<file path="src/rtl/parity_pkg.sv">
// Shared definitions for the odd-parity serial transmitter: FSM state
// encoding and the serial line levels used when framing a word.
package parity_pkg;

  // Frame sequencer states, fixed 3-bit encoding.
  typedef enum logic [2:0] {
    ST_IDLE   = 3'd0,
    ST_START  = 3'd1,
    ST_DATA   = 3'd2,
    ST_PARITY = 3'd3,
    ST_STOP   = 3'd4
  } state_t;

  // Serial line levels.
  localparam logic LINE_IDLE = 1'b1;
  localparam logic START_BIT = 1'b0;
  localparam logic STOP_BIT  = 1'b1;

endpackage

</file>
<file path="src/rtl/odd_parity_gen.sv">
// Combinational odd-parity generator: o_f is chosen so that the data bits
// plus o_f contain an odd number of ones.
module odd_parity_gen #(
  parameter int DATA_W = 8
) (
  input  logic [DATA_W-1:0] i_a,
  output logic              o_f
);

  assign o_f = ~^i_a;

endmodule

</file>
<file path="src/rtl/odd_parity_tx_ctrl.sv">
// Frames a parallel word as start / data (LSB first) / odd parity / stop
// and shifts it out on a single registered line, one bit every BIT_DIV
// clocks. A word is taken over a valid/ready handshake only while idle.
module odd_parity_tx_ctrl
  import parity_pkg::*;
#(
  parameter int DATA_W  = 8,
  parameter int BIT_DIV = 4
) (
  input  logic              clk,
  input  logic              reset,
  input  logic              in_valid,
  input  logic [DATA_W-1:0] in_data,
  output logic              in_ready,
  output logic              tx_out,
  output logic              busy,
  output logic              parity_out,
  output logic              frame_done
);

  // Divider counts 0..BIT_DIV-1, bit index counts data bits; both >= 1 bit.
  localparam int DIV_W = (BIT_DIV > 1) ? $clog2(BIT_DIV) : 1;
  localparam int IDX_W = ($clog2(DATA_W + 1) > 1) ? $clog2(DATA_W + 1) : 1;

  localparam logic [DIV_W-1:0] DIV_LAST = DIV_W'(BIT_DIV - 1);
  // Divider value one cycle before the end of a bit (only meaningful for BIT_DIV >= 2).
  localparam logic [DIV_W-1:0] DIV_PRE  = DIV_W'((BIT_DIV >= 2) ? (BIT_DIV - 2) : 0);
  localparam logic [IDX_W-1:0] IDX_LAST = IDX_W'(DATA_W - 1);

  state_t              r_state;
  logic [DIV_W-1:0]    r_div;
  logic [IDX_W-1:0]    r_idx;
  logic [DATA_W-1:0]   r_shift;
  logic                r_tx;
  logic                r_busy;
  logic                r_ready;
  logic                r_par;
  logic                r_done;

  logic                w_par;
  logic                w_accept;
  logic                w_bit_end;
  logic [DIV_W-1:0]    w_div_next;
  logic                w_done_next;

  // Parity of the incoming word, captured at the accept edge.
  odd_parity_gen #(
    .DATA_W (DATA_W)
  ) u_par_gen (
    .i_a (in_data),
    .o_f (w_par)
  );

  assign w_accept  = in_valid & r_ready;
  assign w_bit_end = (BIT_DIV == 1) ? 1'b1 : (r_div == DIV_LAST);

  // Next divider value: wraps at each bit boundary, held at 0 when idle or bypassed.
  always_comb begin
    w_div_next = '0;
    if ((r_state == ST_IDLE) || w_bit_end || (BIT_DIV == 1)) begin
      w_div_next = '0;
    end else begin
      w_div_next = r_div + 1'b1;
    end
  end

  // frame_done is registered, so it is raised one cycle early: on entry to
  // the single-cycle stop bit, or one cycle before the end of a longer one.
  always_comb begin
    w_done_next = 1'b0;
    case (r_state)
      ST_PARITY: begin
        if ((BIT_DIV == 1) && w_bit_end) begin
          w_done_next = 1'b1;
        end else begin
          w_done_next = 1'b0;
        end
      end
      ST_STOP: begin
        if ((BIT_DIV >= 2) && (r_div == DIV_PRE)) begin
          w_done_next = 1'b1;
        end else begin
          w_done_next = 1'b0;
        end
      end
      default: w_done_next = 1'b0;
    endcase
  end

  // Frame sequencer: state, divider, bit index, shifter and all outputs.
  always_ff @(posedge clk or posedge reset) begin
    if (reset) begin
      r_state <= ST_IDLE;
      r_div   <= '0;
      r_idx   <= '0;
      r_shift <= '0;
      r_tx    <= LINE_IDLE;
      r_busy  <= 1'b0;
      r_ready <= 1'b1;
      r_par   <= 1'b0;
      r_done  <= 1'b0;
    end else begin
      case (r_state)
        ST_IDLE: begin
          r_done <= 1'b0;
          r_div  <= '0;
          if (w_accept) begin
            r_shift <= in_data;
            r_par   <= w_par;
            r_idx   <= '0;
            r_tx    <= START_BIT;
            r_busy  <= 1'b1;
            r_ready <= 1'b0;
            r_state <= ST_START;
          end else begin
            r_tx    <= LINE_IDLE;
            r_busy  <= 1'b0;
            r_ready <= 1'b1;
          end
        end

        ST_START: begin
          r_div <= w_div_next;
          if (w_bit_end) begin
            r_tx    <= r_shift[0];
            r_shift <= r_shift >> 1'b1;
            r_idx   <= '0;
            r_state <= ST_DATA;
          end
        end

        ST_DATA: begin
          r_div <= w_div_next;
          if (w_bit_end) begin
            if (r_idx == IDX_LAST) begin
              r_tx    <= r_par;
              r_state <= ST_PARITY;
            end else begin
              r_idx   <= r_idx + 1'b1;
              r_tx    <= r_shift[0];
              r_shift <= r_shift >> 1'b1;
            end
          end
        end

        ST_PARITY: begin
          r_div  <= w_div_next;
          r_done <= w_done_next;
          if (w_bit_end) begin
            r_tx    <= STOP_BIT;
            r_state <= ST_STOP;
          end
        end

        ST_STOP: begin
          r_div  <= w_div_next;
          r_done <= w_done_next;
          if (w_bit_end) begin
            r_tx    <= LINE_IDLE;
            r_busy  <= 1'b0;
            r_ready <= 1'b1;
            r_state <= ST_IDLE;
          end
        end

        default: begin
          r_state <= ST_IDLE;
          r_div   <= '0;
          r_idx   <= '0;
          r_tx    <= LINE_IDLE;
          r_busy  <= 1'b0;
          r_ready <= 1'b1;
          r_done  <= 1'b0;
        end
      endcase
    end
  end

  assign tx_out     = r_tx;
  assign busy       = r_busy;
  assign in_ready   = r_ready;
  assign parity_out = r_par;
  assign frame_done = r_done;

endmodule

</file>
<file path="config.mk">
export PLATFORM = sky130hd
export DESIGN_NAME = odd_parity_tx_ctrl
export DESIGN_NICKNAME = d
export VERILOG_FILES = /design/src/rtl/parity_pkg.sv /design/src/rtl/odd_parity_gen.sv /design/src/rtl/odd_parity_tx_ctrl.sv
export SDC_FILE = /design/constraint.sdc
export NUM_CORES = 1
export LEC_CHECK = 0
export CORE_MARGIN = 2
export CORE_UTILIZATION = 50
export CTS_CLUSTER_DIAMETER = 30
export CTS_CLUSTER_SIZE = 12
export DETAILED_ROUTE_END_ITERATION = 8
export PLACE_DENSITY = 0.78
export SKIP_LAST_GASP = 1
export SYNTH_ARGS = -nofsm -noshare
export SYNTH_HDL_FRONTEND = slang
export SYNTH_SLANG_ARGS = --single-unit
</file>
<file path="constraint.sdc">
create_clock -name clk -period 2.4 [get_ports clk]
set_input_delay 0.48 -clock clk [delete_from_list [all_inputs] [get_ports clk]]
set_output_delay 0.48 -clock clk [all_outputs]
set_load 0.05 [all_outputs]
</file>
# Word level (Yosys, flattened, before mapping)
# Index checks and enable logic that the tools add are counted.
[totals]
out_inout_bits = 5
wordCells = 75
register_bits = 22
in_bits = 11
[op_classes]
mux = 32
n_addsub = 2
reduce_logical = 14
n_eq_ne = 15
bitwise = 3
[ops]
columns = ["cell", "count"]
rows = [
  ["2-to-1 mux 8 bit", 4],
  ["case mux 8 bit (3 select lines)", 1],
  ["2-to-1 mux 3 bit", 6],
  ["2-to-1 mux 4 bit", 4],
  ["case mux 4 bit (4 select lines)", 1],
  ["case mux 3 bit (5 select lines)", 1],
  ["inequality test 2 bit (second input constant)", 7],
  ["AND reduction 5 bit", 2],
  ["2-to-1 mux 1 bit", 9],
  ["XNOR reduction 8 bit", 1],
  ["equality test 3 x 2 -> 1 bit (second input constant)", 2],
  ["case mux 1 bit (3 select lines)", 2],
  ["AND reduction 6 bit", 1],
  ["adder 4 x 1 -> 4 bit (second input constant)", 1],
  ["equality test 2 bit (second input constant)", 2],
  ["equality test 4 x 3 -> 1 bit (second input constant)", 1],
  ["2-to-1 mux 2 bit", 2],
  ["case mux 1 bit (4 select lines)", 1],
  ["AND reduction 2 bit", 2],
  ["OR reduction 2 bit", 2],
  ["OR reduction 4 bit", 1],
  ["equality test 3 x 1 -> 1 bit (second input constant)", 1],
  ["equality test 3 bit (second input constant)", 1],
  ["zero test 3 bit", 1],
  ["9 further kinds", 10],
]

# Depth between registers and ports, before layout
# Gate-level depths: netlist (run 1).
[logic_depth]
ltp_word = 4
mapped_depth = 6
mapped_depth_nobuf = 5

# Modules after synthesis
# From an unflattened synthesis (run 1), not the netlist that was laid out.
[unflattened]
hier_cells = 112
area_unflattened_um2 = 1281.2
[modules_own_cells]
columns = ["module", "area_each_um2", "cells_each", "seq_area_each_um2", "instances"]
rows = [
  ["odd_parity_tx_ctrl", 1219.9, 105, 553.0, 1],
  ["odd_parity_gen", 61.3, 7, 0.0, 1],
]

# Worst setup path after synthesis (run 1)
# Ideal clock, no wire load.
[synth_timing]
path_type = "flip-flop to flip-flop"
from = "register r_ready, in the netlist in_ready"
to = "register r_idx[0]"
path_slack_ns = 0.709
stages_incl_launch_ff = 5
setup_time_ns = 0.125
period_less_slack_ns = 1.691
required_ns = 2.275
t_arrival_ns = 1.566
cell_sequence = "dfstp_2 nand2_1 o31a_1 o221a_2 mux2_4"
[synth_via]
elab_chain_cells = 3
[synth_rtl]
columns = ["element", "line_no", "text"]
rows = [
  ["start, declared", "odd_parity_tx_ctrl.sv:36", "logic r_ready;"],
  ["start signal, assigned", "odd_parity_tx_ctrl.sv:99", "r_ready <= 1'b1;"],
  ["start signal, assigned", "odd_parity_tx_ctrl.sv:113", "r_ready <= 1'b0;"],
  ["start signal, assigned", "odd_parity_tx_ctrl.sv:118", "r_ready <= 1'b1;"],
  ["bitwise AND 1 bit", "odd_parity_tx_ctrl.sv:54", "assign w_accept = in_valid & r_ready;"],
  ["inequality test 2 bit (no source line)", "n/a", ""],
  ["AND reduction 5 bit (no source line)", "n/a", ""],
  ["end signal, assigned", "odd_parity_tx_ctrl.sv:139", "r_idx <= r_idx + 1'b1;"],
  ["end, declared", "odd_parity_tx_ctrl.sv:32", "logic [IDX_W-1:0] r_idx;"],
]
# No other way between the ends.
# A chain may end at the register's enable or synchronous reset.

# Worst setup path after layout (run 1)
[layout_timing]
from = "register r_ready, in the netlist in_ready"
to = "output in_ready"
[layout_rtl]
columns = ["element", "line_no", "text"]
rows = [
  ["end, declared", "odd_parity_tx_ctrl.sv:14", "output logic in_ready,"],
]
# No word-level cell between the ends.

==> flow_summary.toml, run 1 <==
[drt]
average_wire_per_standard_cell_um = 13.9
remaining_routing_drc_violations = 0
post_drt_via_cell_ratio = 5.54
drt-initial-drc-count = 15
finalWirelength_um = 2300
vias = 914
detail_route.first_pass.iterations = 4
ant_nets = 0

[timing]
finalSetupTns_ns = 0
rsz_0062_raised_after_global_routing = "false"
slew_viol_final = 0
setup_violations = 0
worst_slew_pin_slew_ns = 0.504
fin_crit_ns = 2.17
finalHoldWorstSlack_ns = 0.466
maxClockFrequency_ghz = 0.461
worst_clock_skew_ns = 0.00277
relSlewSlack_pct = 66.4
report.final.hold_viol_count = 0
layout_worst_path_cycle_share_pct = 90.3

[finish]
design_area_um2 = 1490
fillers = 218
drive_gt1_share_pct = 17.0
insertedDiodeCount = 0
finalNetCount = 150
area_delta_synth_final_pct = 15.5

[setup_path]
crit_family = "buffers and inverters"
reg2reg_end = "r_shift[6]"
max_incr_delay_on_cp_ns = 0.81
worstReg2RegStart = "r_state[1]"
cp-end-kind = "output pin"
crit_buf_inv = 1
worst-r2r-setup-slack_ns = 0.51
critical_path_arrival_ns = 1.69
critical_path_required_ns = 1.92
critPathSlowestCell = "clkdlybuf4s50_1"
maximum_fanout_along_the_worst_path = 5
number_of_cells_on_the_critical_path = 1
crit_path_cell_trace = "clkdlybuf4s50_1"
critPathKind = "reg -> out"
reg2regPathDepth = 4
kind_of_start_point_of_the_critical_path = "flip-flop"

[place]
gp_routability_congestion = 0.841
dp.final_hpwl_um = 1720
postPlaceCellArea_um2 = 1460
placement.io_buffers = 15

[clock_network]
clock_latency_ns = 0.29
clk_root_buffer_cell = "clkbuf_4"
clock_sink_count = 22
cts-root-to-sink-buffers = 2
cts.repair_timing.setup_buffer_count = 0
tritoncts_clock_tree = "built"
cells_resized_by_post_cts_repair = 0
number_of_h_tree_levels = 1
clk_transition_reported_paths_ns = 0.11
post_cts_hold_buffer_count = 0
cts_inserted_buffers = 3

[yosys]
yosys_most_used_dff = "dfrtp_1"
synth_edf_count = 0
synth.largest_area_cell = "dfrtp_1"
synth_sequential_area_ratio_pct = 42.8
postSynthRegisterBits = 22
synthTopCellsByArea = "dfrtp_1 39%, mux2_1 6.1%, mux2_2 6.1%"
synth.top_cells.by_count = "20 x dfrtp_1, 9 x nand2_1, 8 x inv_1"
post-synth-top-area-fraction_pct = 38.8
asyncSetResetFlopFracSynth_pct = 100
cell_area_after_synthesis_um2 = 1290
synthesis.area_per_instance_um2 = 10.9
synthesis.yosys.warnings = 0
synthMostInstantiatedCell = "dfrtp_1"
mappedNetlistNets = 133
synthesis.instances = 119
synthDistinctLibCells = 42

[die]
io_pins = 16
die_width_um = 54.8
floorplan_core_area_um2 = 2450
rows = 18
floorplan.initialDensity_pct = 52.6
fp.dieArea_um2 = 3010
die_height_um = 54.8

[pwr]
max-vdd-ir-drop_v = 0.000721
static_leakage_nw = 0.632
power.total_w = 0.00173
power.density_cell_area_nw_per_um2 = 1160

[global_route]
largest_net_degree_at_the_start_of_global_routing = 23
grt_pass1_wl_um = 3870
grt_remaining_overflow = 0
antenna_violations_before_repair = 0
grt_pass1_vias = 892
groute.usage.overall_pct = 18.0

[hold_path]
number_of_instances_on_the_worst_hold_path = 1
worstHoldPathType = "reg -> reg"
min_delay_worst_endpoint = "r_div[0]"
min-delay-start = "r_div[0]"

[run]
drv.max_cap_violation_count = 0

[outcome]
run_status = "complete, no violations"
[placed cells by master, fill, tap and decap left out, types with 2 or more instances in the layout]
cell type        count
dfrtp_1             20
dfstp_2              2
o21ai_0              6
mux2_2               7
nor2_2               2
o31ai_1              2
clkdlybuf4s50_1     15
o22ai_1              2
nand2_1              9
nand3_2              3
inv_1                8
nor2_1               6
clkbuf_4             3
mux2i_1              2
a21oi_1              2
mux2_1               7
xnor2_1              7
ha_1                 3
nand3_1              3
nand2b_1             3
[metrics by stage]
step	setup slack (ns)	cells	util (%)
CTS	0.215	165	60.8
global placement	0.398	161	59.3
global route	0.178	165	60.8
detailed placement	0.370	161	59.3
finish	0.232	165	60.8
floorplan	0.709	119	-
[worst max path at each step]
stage                     slack, ns     start          to
after detailed placement       0.37  in_valid  r_shift[6]
after floorplan                0.71  in_ready    r_idx[0]
after global routing           0.18  in_ready    in_ready
final                          0.23  in_ready    in_ready
after global placement         0.40  in_valid  r_shift[4]
after CTS                      0.21  in_ready    in_ready
[cell type report]
type	count	area (um2)	area share, %
multi-input combinational	85	677	45.4
inverter	8	30.0	2.01
clock buffer	4	36.3	2.43
timing repair buffer	16	158	10.6
tap	30	37.5	2.52
sequential	22	553	37.1
[sequential cells by signal, indices dropped and copies added, names as in the netlist]
name,cells
tx_out,1
r_div,2
frame_done,1
busy,1
parity_out,1
r_shift,8
in_ready,1
r_state,3
r_idx,4
[layer usage]
metal | vias to the layer above | global-route usage [%] | wire, um
li1 | 449 | - | -
met1 | 443 | 23.6 | 1050
met2 | 20 | 29.2 | 1140
met3 | 2 | 2.73 | 91
met4 | 0 | 8.33 | 15
met5 | - | 0 | 0
[where the power goes]
part | internal, W | switching, W | leakage [nW]
registers | 0.000528 | 0.000153 | 0.273
logic | 0.000424 | 0.000431 | 0.338
clock network | 0.0000924 | 0.000101 | 0.0210
total | 0.00104 | 0.000685 | 0.632
[cells by family after synthesis]
| group | after synthesis | synth area share [%] |
|---|---|---|
| simple gates | 33 | 14.1 |
| xor+xnor | 9 | 6.69 |
| buf+inv | 12 | 4.75 |
| compound gates | 23 | 13.8 |
| fa+ha+maj | 3 | 2.91 |
| flops | 22 | 42.8 |
| mux | 17 | 14.9 |
No activity file was read; power rests on OpenSTA's default activity.
==> inputs of run 2 (changes only) <==
==> constraint.sdc (replaced) <==
create_clock -name clk -period 2.2 [get_ports clk]
set_input_delay 0.44 -clock clk [delete_from_list [all_inputs] [get_ports clk]]
set_output_delay 0.44 -clock clk [all_outputs]
set_load 0.05 [all_outputs]
==> flow_summary.toml, run 2 (synthesized netlist as in run 1, its figures left out) <==
[finish]
final_common_cell = "dfrtp_1"
largestRegisters = "r_shift x8, r_idx x4, r_state x3"
finalNetCount = 151
insertedDiodeCount = 0
largest_register = "r_shift"
layout.cells.most_common_list = "20 x dfrtp_1, 15 x clkdlybuf4s50_1, 9 x nand2_1"
largest_register_ffs = 8
drive_gt1_share_pct = 17.6
area_delta_synth_final_pct = 16.1
stdcell_count = 166

[pwr]
max-vdd-ir-drop_v = 0.000744
static_leakage_nw = 0.638
power.density_cell_area_nw_per_um2 = 1280
net-switching-power_w = 0.000774
internal_power_w = 0.00114
clkPwrFrac_pct = 11.8
pwr-share-seq_pct = 38.5
power_switching_share_pct = 40.4
p_comb_share_pct = 49.7

[place]
place_ws_ns = 0.158
placement.io_buffers = 15
gp_routability_congestion = 0.839
dp.final_hpwl_um = 1890
placed_cells_incl_taps = 162

[clock_network]
clock_sink_count = 22
clk_transition_reported_paths_ns = 0.12
cts.repair_timing.setup_buffer_count = 0
tritoncts_clock_tree = "built"
cts_inserted_buffers = 3
post_cts_hold_buffer_count = 0
cts-root-to-sink-buffers = 2
clk_root_buffer_cell = "clkbuf_4"
cells_resized_by_post_cts_repair = 0
number_of_h_tree_levels = 1
clock_latency_ns = 0.32

[drt]
finalWirelength_um = 2520
wirelength_met1_um = 1140
vias = 933
top_layer = "met4"
met2_wirelength_um = 1230
ant_nets = 0
drt-initial-drc-count = 12
post_drt_via_cell_ratio = 5.62
remaining_routing_drc_violations = 0
wl_met3_um = 90
detail_route.first_pass.iterations = 4
average_wire_per_standard_cell_um = 15.2

[setup_path]
critical_path_required_ns = 1.76
crit_path_cell_trace = "clkdlybuf4s50_1"
kind_of_start_point_of_the_critical_path = "flip-flop"
crit_family = "buffers and inverters"
maximum_fanout_along_the_worst_path = 5
critical_path_arrival_ns = 1.72
crit_buf_inv = 1
critPathSlowestCell = "clkdlybuf4s50_1"
cp-end-kind = "output pin"
critPathKind = "reg -> out"
max_incr_delay_on_cp_ns = 0.81

[timing]
report.final.hold_viol_count = 0
rsz_0062_raised_after_global_routing = "false"
setup_violations = 0
worst_slew_pin_slew_ns = 0.499
maxClockFrequency_ghz = 0.463
slew_viol_final = 0
finalWorstSetupSlack_ns = 0.0399
finalSetupTns_ns = 0
fin_crit_ns = 2.16
worst_clock_skew_ns = 0.00667
layout_worst_path_cycle_share_pct = 98.2
finalHoldWorstSlack_ns = 0.443
relSlewSlack_pct = 66.6

[die]
floorplan.initialDensity_pct = 52.6
die_width_um = 54.8
fp.dieArea_um2 = 3010
io_pins = 16
die_height_um = 54.8
rows = 18
floorplan_core_area_um2 = 2450

[outcome]
run_status = "complete, no violations"

[global_route]
grt_pass1_vias = 938
groute.usage.overall_pct = 20.7
antenna_violations_before_repair = 0
largest_net_degree_at_the_start_of_global_routing = 23
grt_pass1_wl_um = 4250
grt_remaining_overflow = 0

[run]
drv.max_cap_violation_count = 0

[hold_path]
worstHoldPathType = "in -> async"
-- run 2: final timing paths --
| check | start | end | slack, ns | depth (start not counted) |
|---|---|---|---|---|
| max reg2reg | r_state[1] | r_shift[0] | 0.24 | 4 |
| min | reset | r_shift[7] | 0.44 | 3 |
| min in group clk | r_div[0] | r_div[0] | 0.46 | 1 |
| min reg2reg | r_div[0] | r_div[0] | 0.46 | 1 |
| max in group asynchronous | reset | tx_out | 1.47 | 3 |
| max | in_ready | in_ready | 0.04 | 1 |
-- run 2: metal layers --
layer  vias up  global-route usage (%)
met1       457                    25.1
li1        455                       -
met2        17                    34.7
met5         -                       0
met4         0                    10.8
met3         4                    3.55
-- run 2: stage by stage --
stage / power, W / util (%) / cell area [um2]
2_1_floorplan: 0.00150 / - / 1290
3_3_place_gp: 0.00166 / 59.6 / 1460
3_5_place_dp: 0.00171 / 59.6 / 1460
4_1_cts: 0.00193 / 61.1 / 1500
5_1_grt: 0.00207 / 61.1 / 1500
6_report: 0.00192 / 61.1 / 1500
-- run 2: final cells by class --
class / instances / area [um2]
clock buffer: 4 / 36.3
fill: 203 / 956
inverter: 8 / 30.0
multi-input combinational: 85 / 677
sequential: 22 / 553
tap: 30 / 37.5
timing repair buffer: 17 / 165
-- run 2: power groups by stage --
| stage | clock network (W) | registers, W | logic (W) |
|---|---|---|---|
| CTS | 0.000230 | 0.000739 | 0.000965 |
| global placement | 0 | 0.000735 | 0.000921 |
| detailed placement | 0 | 0.000747 | 0.000960 |
| floorplan | 0 | 0.000787 | 0.000710 |
| finish | 0.000226 | 0.000739 | 0.000953 |
| global route | 0.000247 | 0.000768 | 0.00105 |
